<file path="config.mk">
export PLATFORM = sky130hd
export DESIGN_NAME = rf_wb_sched
export DESIGN_NICKNAME = d
export VERILOG_FILES = /design/src/rtl/rf_pkg.sv /design/src/rtl/rr_arbiter.sv /design/src/rtl/rf_wb_sched.sv
export SDC_FILE = /design/constraint.sdc
export NUM_CORES = 1
export LEC_CHECK = 0
export ABC_AREA = 1
export CORE_MARGIN = 3
export CORE_UTILIZATION = 40
export CTS_BUF_LIST = sky130_fd_sc_hd__clkbuf_8
export DETAILED_ROUTE_END_ITERATION = 7
export PLACE_DENSITY = 0.71
export SLEW_MARGIN = 15
export SYNTH_ARGS = -nofsm -noshare
export SYNTH_HDL_FRONTEND = slang
export SYNTH_SLANG_ARGS = --single-unit
</file>
<file path="constraint.sdc">
create_clock -name clk -period 2.3 [get_ports clk]
set_clock_uncertainty 0.1 [all_clocks]
set_input_delay 0.23 -clock clk [delete_from_list [all_inputs] [get_ports clk]]
set_output_delay 0.23 -clock clk [all_outputs]
set_load 0.02 [all_outputs]
</file>
<file path="src/rtl/rf_pkg.sv">
// Register-file shared types: address/data widths and the writeback request record.
package rf_pkg;
  localparam int RF_ADDR_W = 5;
  localparam int RF_DATA_W = 32;
  localparam int RF_DEPTH  = 32;

  typedef logic [RF_ADDR_W-1:0] rf_addr_t;
  typedef logic [RF_DATA_W-1:0] rf_data_t;

  typedef struct packed {
    rf_addr_t rd;
    rf_data_t data;
  } wb_req_t;
endpackage

</file>
<file path="src/rtl/rr_arbiter.sv">
// Round-robin arbiter: one-hot grant starting at ptr, ptr moves past the winner on advance.
module rr_arbiter #(
  parameter int NUM_REQ = 2,
  localparam int PTR_W = (NUM_REQ > 1) ? $clog2(NUM_REQ) : 1
) (
  input  logic               clk,
  input  logic               rst_n,
  input  logic [NUM_REQ-1:0] valid,
  input  logic               advance,
  output logic [NUM_REQ-1:0] grant,
  output logic [PTR_W-1:0]   ptr
);
  localparam logic [PTR_W:0] N_W = (PTR_W+1)'(NUM_REQ);

  logic [PTR_W-1:0] gnt_idx;
  logic [PTR_W-1:0] nxt_ptr;
  logic [PTR_W:0]   sum;
  logic [PTR_W:0]   inc;
  logic             found;

  // ptr holds the highest-priority source, i.e. last winner + 1
  always_comb begin
    grant   = '0;
    gnt_idx = '0;
    found   = 1'b0;
    sum     = '0;
    for (int k = 0; k < NUM_REQ; k++) begin
      sum = {1'b0, ptr} + (PTR_W+1)'(k);
      if (sum >= N_W) sum = sum - N_W;
      if (!found && valid[sum[PTR_W-1:0]]) begin
        grant[sum[PTR_W-1:0]] = 1'b1;
        gnt_idx               = sum[PTR_W-1:0];
        found                 = 1'b1;
      end
    end
    inc = {1'b0, gnt_idx} + (PTR_W+1)'(1);
    if (inc >= N_W) inc = '0;
    nxt_ptr = inc[PTR_W-1:0];
  end

  always_ff @(posedge clk or negedge rst_n) begin
    if (!rst_n) begin
      ptr <= '0;
    end else if (advance) begin
      ptr <= nxt_ptr;
    end
  end
endmodule

</file>
<file path="src/rtl/rf_wb_sched.sv">
// Writeback scheduler for the register file write port plus a pending-write scoreboard
// that lets issue logic stall on RAW/WAW hazards.
module rf_wb_sched
  import rf_pkg::*;
#(
  parameter int NUM_REQ = 2,
  parameter int ADDR_W  = RF_ADDR_W,
  parameter int DATA_W  = RF_DATA_W
) (
  input  logic                           clk,
  input  logic                           rst_n,
  input  logic [NUM_REQ-1:0]             req_valid,
  input  logic [NUM_REQ-1:0][ADDR_W-1:0] req_rd,
  input  logic [NUM_REQ-1:0][DATA_W-1:0] req_data,
  output logic [NUM_REQ-1:0]             req_ready,
  output logic [ADDR_W-1:0]              rf_rd,
  output logic                           rf_write_e,
  output logic [DATA_W-1:0]              rf_write_d,
  input  logic                           issue_valid,
  input  logic [ADDR_W-1:0]              issue_rd,
  output logic                           issue_ready,
  input  logic [ADDR_W-1:0]              chk_rs1,
  input  logic [ADDR_W-1:0]              chk_rs2,
  output logic                           hazard
);
  localparam int DEPTH = 1 << ADDR_W;
  localparam int PTR_W = (NUM_REQ > 1) ? $clog2(NUM_REQ) : 1;

  logic [NUM_REQ-1:0] grant;
  logic [PTR_W-1:0]   rr_ptr;
  logic               xfer;
  logic [ADDR_W-1:0]  sel_rd;
  logic [DATA_W-1:0]  sel_data;
  logic [DEPTH-1:0]   pending;
  logic [DEPTH-1:0]   pending_nxt;
  logic               set_en;

  rr_arbiter #(.NUM_REQ(NUM_REQ)) u_arb (
    .clk     (clk),
    .rst_n   (rst_n),
    .valid   (req_valid),
    .advance (xfer),
    .grant   (grant),
    .ptr     (rr_ptr)
  );

  assign req_ready = grant;
  assign xfer      = |(req_valid & grant);

  // grant is one-hot, so an OR-reduction mux is sufficient
  always_comb begin
    sel_rd   = '0;
    sel_data = '0;
    for (int i = 0; i < NUM_REQ; i++) begin
      if (grant[i]) begin
        sel_rd   = sel_rd | req_rd[i];
        sel_data = sel_data | req_data[i];
      end
    end
  end

  assign issue_ready = issue_valid && ((issue_rd == '0) || !pending[issue_rd]);
  assign set_en      = issue_ready && (issue_rd != '0);
  assign hazard      = pending[chk_rs1] || pending[chk_rs2];

  // Clear lands on the same edge the rf commits; x0 is never tracked
  always_comb begin
    pending_nxt = pending;
    if (rf_write_e) pending_nxt[rf_rd] = 1'b0;
    if (set_en) pending_nxt[issue_rd] = 1'b1;
    pending_nxt[0] = 1'b0;
  end

  always_ff @(posedge clk or negedge rst_n) begin
    if (!rst_n) begin
      pending <= '0;
    end else begin
      pending <= pending_nxt;
    end
  end

  always_ff @(posedge clk or negedge rst_n) begin
    if (!rst_n) begin
      rf_write_e <= 1'b0;
      rf_rd      <= '0;
      rf_write_d <= '0;
    end else begin
      rf_write_e <= xfer && (sel_rd != '0);
      if (xfer) begin
        rf_rd      <= sel_rd;
        rf_write_d <= sel_data;
      end
    end
  end

  a_no_set_clr_same: assert property (@(posedge clk) disable iff (!rst_n)
    !(set_en && rf_write_e && (issue_rd == rf_rd)));

  a_ptr_range: assert property (@(posedge clk) disable iff (!rst_n)
    int'(rr_ptr) < NUM_REQ);
endmodule
</file>
Word level (Yosys, flattened, before mapping). Index checks and enable logic that the tools add are counted.

Register bits after elaboration: 70. Input port bits: 94. Output and inout bits: 42. Logic and storage cells: 77.

Add/sub/neg operators: 4. Order comparisons: 13. Mux-type cells: 32. Bitwise gates (word level): 7. Reduce and logical (&&, ||, !) cells: 16.

Operator list (number): 32-bit two-way mux (4); 32-bit bitwise OR (2); 32-bit bitwise AND (1); 32-bit inverter (1); 5-bit by 6-bit less-than comparator with 1-bit output (second input constant) (4); 1-bit two-way mux (17); 1-bit binary-select mux with 5-bit select (3); 1-bit demux with 5-bit select (2); 5-bit by 1-bit >= comparator with 1-bit output (second input constant) (2); 5-bit two-way mux (2); 5-bit nonzero test (2); 1-bit logical AND (8); 5-bit logical NOT (1); 5-bit bitwise OR (1); 1-bit by 1-bit adder with 2-bit output (second input constant) (2); 2-bit >= comparator (second input constant) (2); 1-bit by 2-bit less-than comparator with 1-bit output (second input constant) (2); 2-bit two-way mux (2); 2-bit bitwise AND (1); 1-bit demux with 1-bit select (2); 1-bit >= comparator (second input constant) (2); 1-bit by 2-bit >= comparator with 1-bit output (second input constant) (1); 1-bit logical NOT (2); 1-bit logical OR (2); other kinds (3) (4).

Logic depth before layout (Yosys ltp).
Depth after elaboration: 14. Gate-level depth with buffers: 15.

Modules after synthesis. A second synthesis with hierarchy kept.

Cell total of the unflattened synthesis: 640. Area, all modules: 4336.7 um2.

Modules (own cells, without submodules): rf_wb_sched (times used 1, cells an instance 629, area an instance 4271.6 um2, sequential area each 1726.7 um2); rr_arbiter (times used 1, cells an instance 11, area an instance 65.1 um2, sequential area each 25.0 um2).

Least setup slack after synthesis. No wires, ideal clock.

Kind: in2out. From: in chk_rs2[0]. To: out hazard. Arrival: 1400 ps. Data required time: 1970 ps. Slack: 570 ps. Stages: 8. Path buffers: 2. Path through: clkbuf_1 -> clkbuf_1 -> o21ai_0 -> o22ai_1 -> o21ai_0 -> o21ai_0 -> nand2_1 -> nand2_1.

Longest elaborated chain between the ends: 3.

RTL lines: from (decl) (line rf_wb_sched.sv:23) `input logic [ADDR_W-1:0] chk_rs2,`; 1-bit binary-select mux with 5-bit select (line rf_wb_sched.sv:64) `assign hazard = pending[chk_rs1] || pending[chk_rs2];`; 1-bit two-way mux (implied by the code) (line rf_wb_sched.sv:64); 1-bit logical OR (line rf_wb_sched.sv:64); to (decl) (line rf_wb_sched.sv:24) `output logic hazard`.

Every way passes these cells. The select of a mux whose other input is x is not followed.

Final worst setup path.
From: in issue_rd[3]. To: out issue_ready.

Longest elaborated chain between the ends: 5.

RTL lines: from (decl) (line rf_wb_sched.sv:20) `input logic [ADDR_W-1:0] issue_rd,`; 1-bit binary-select mux with 5-bit select (line rf_wb_sched.sv:62) `assign issue_ready = issue_valid && ((issue_rd == '0) || !pending[issue_rd]);`; 1-bit two-way mux (implied by the code) (line rf_wb_sched.sv:62); 1-bit logical NOT (line rf_wb_sched.sv:62); 1-bit logical OR (*) (line rf_wb_sched.sv:62); 1-bit logical AND (*) (line rf_wb_sched.sv:62); to (decl) (line rf_wb_sched.sv:21) `output logic issue_ready,`.

Mark *: on every way between the ends. The rest lies on a longest branch, timed or not. The select of a mux whose other input is x is not followed.

==> summary.txt <==
Synth
  • Mean post-synth cell area: 6.79 um2
  • Synth top area share: 40.8%
  • Synthesized flop and latch total: 70
  • Synth unique cells: 22
  • Top cells by area, synth: dfrtp_1 41%, nand2_1 18%, nand3_1 14%
  • Seq/Total Area, Yosys: 40.8%
  • Synth Net Count: 726
  • Yosys top cell by area: dfrtp_1
  • Synthesized area: 4290 um2
  • Mapped Cells: 632
  • Yosys warning count: 0

Final layout
  • Layout cells sized above 1: 8.37%
  • Area growth syn-to-layout: 44.1%
  • Most frequent cells in the layout: 204 x nand2_1, 130 x clkdlybuf4s50_1, 120 x nand3_1
  • Final core occ: 59.6%
  • Most common cell after layout, fill and taps aside: nand2_1
  • Nets: 878
  • Final cell count without fillers: 925
  • N_diodes: 0
  • Filler cell count: 999

Setup path
  • Worst EP arrival: 1860 ps
  • Nature of the critical path endpoint: output port
  • Critical path launch point type: primary input
  • Required @ worst endpoint: 1970 ps
  • Crit-path max FO: 5
  • Crit path kind: in -> out

STA
  • RSZ-0062 raised after global routing: false
  • Post-layout min period: 2190 ps
  • Final setup viols: 0
  • Final cycle utilization of the critical path: 95.3%
  • Fmax: 456 MHz
  • Final max-slew violation count: 0
  • Count of final hold-check violations: 0
  • Worst-Margin Slew: 596 ps
  • Worst relative slew slack: 60.3%

Placement
  • Dpl hpwl: 12.0 mm
  • Placed Cells: 908
  • Port Buf Inserts: 135
  • GP Congestion: 1.00

Clocking
  • Worst-path clk slew: 80 ps
  • Root buf cell: clkbuf_8
  • Postcts setup bufs: 0
  • Total CTS buffers: 9
  • CTS tree: built
  • H-Tree Level Count: 3
  • Clk Latency, worst-skew pair: 340 ps
  • Clock Sinks: 70
  • Max Root-Sink Buffers: 2

Detailed routing
  • Vias post-DR: 4907
  • Post-route DRC: 0
  • Antenna Nets Post-Route: 0
  • Vias/cell: 5.30
  • First drt pass iteration count: 5
  • Routed WL: 15.4 mm
  • Post-DR wirelength/cell: 16.6 um
  • Drt initial violations: 320

Run status
  • Status: finished, final reports clean

Global routing
  • Grt ovf: 0
  • Global-route wire length before repair: 23.9 mm
  • Initial antenna violation count: 0
  • Total GRT Usage: 25.8%
  • Largest net degree at the start of global routing: 47
  • Vias in the first global route: 4721

Power
  • Leakage: 2.86 nW
  • Peak VDD IR: 0.420 mV
  • Power density cells: 783 nW/um2

Die
  • IO Pins: 136
  • Die Area: 12000 um2
  • Core area: 10400 um2
  • # rows: 37
  • Die extent in x: 110 um
  • Die height: 110 um
  • Initial core utilization: 41.4%

Flow run
  • Max-cap check violation count: 0

Worst hold path
  • Hold Path Class: in -> async
[synth_stat cells]
master	n
inv_4	1
nor2_1	57
buf_6	5
o211ai_1	6
nand2_1	204
clkbuf_1	24
nand3b_1	1
nor2_4	1
a22o_1	5
o21ai_0	60
nand3_1	120
o22ai_1	4
o21ai_1	1
nor3_1	9
a21oi_1	6
nand3_2	9
o21bai_1	4
inv_1	42
buf_1	1
buf_2	1
buf_4	1
dfrtp_1	70
[report_power, final]
group          internal [mW]  switching (mW)
registers               1.59           0.503
clock network          0.639           0.477
logic                  0.730           0.903
[worst max-delay path, cell delays in order]
cell	delay [ps]
clkdlybuf4s50_1	550
inv_1	120
nor3_1	290
nand2_1	90
nand2_1	80
nor2_1	40
nand2_1	100
nor2_4	40
dlygate4sd2_1	310
[per-layer routing]
layer,global-route usage (%),share of wire (%)
met1,34.4,42
met4,10.8,2.8
met2,40.4,47
met5,0,0
met3,6.05,8.2
[state kept, by name, summed over array words and instances, names as in the netlist, named ones only]
register / cells
pending: 31
rf_rd: 5
rf_write_d: 32
rf_write_e: 1
[timing repair]
item	in CTS	in global routing
pin swaps	1	1
hold buffers	1	0
resized for setup	4	3
setup endpoints to repair	2	2
endpoints found under the hold margin	24	0
[stage by stage]
stage / setup TNS, ps / cell area (um2) / hold WS (ps) / total power [mW] / worst slack, ps
2_1_floorplan: 0 / 4290 / -166 / 2.84 / 570
3_3_place_gp: -563 / 5950 / 165 / 3.72 / -345
3_5_place_dp: -629 / 5950 / 174 / 3.73 / -309
4_1_cts: 0 / 6180 / 324 / 4.86 / 11.5
5_1_grt: 0 / 6180 / 349 / 5.17 / 5.04
6_report: 0 / 6180 / 339 / 4.84 / 108
[kinds of logic after synthesis]
family                 count (synthesis)  synth area share [%]
AOI/OAI and AO/OA                     86                  11.2
buffers and inverters                 75                  7.61
DFF                                   70                  40.8
and+or+nand+nor                      401                  40.4
[cell type report]
cell class                 count  area (um2)  share of cell area [%]
sequential                    70        1750                    28.3
multi-input combinational    487        2220                    35.9
clock inverter                 6        85.1                    1.38
inverter                      43         166                    2.69
clock buffer                  10         138                    2.23
tap                          136         170                    2.75
timing repair buffer         173        1650                    26.8
[worst paths after layout]
kind,slack (ps),depth (start not counted),to,startpoint
worst max register to register,440,12,pending[23],pending[21]
max in group asynchronous,1100,3,rf_rd[3],rst_n
worst min register to register,410,2,rf_write_d[0],rf_write_d[0]
min in group clk,340,3,rf_write_d[20],req_data[52]
worst max-delay path,110,9,issue_ready,issue_rd[3]
worst min-delay path,340,2,rf_write_d[9],rst_n
Power figures use the tool's default switching activity.
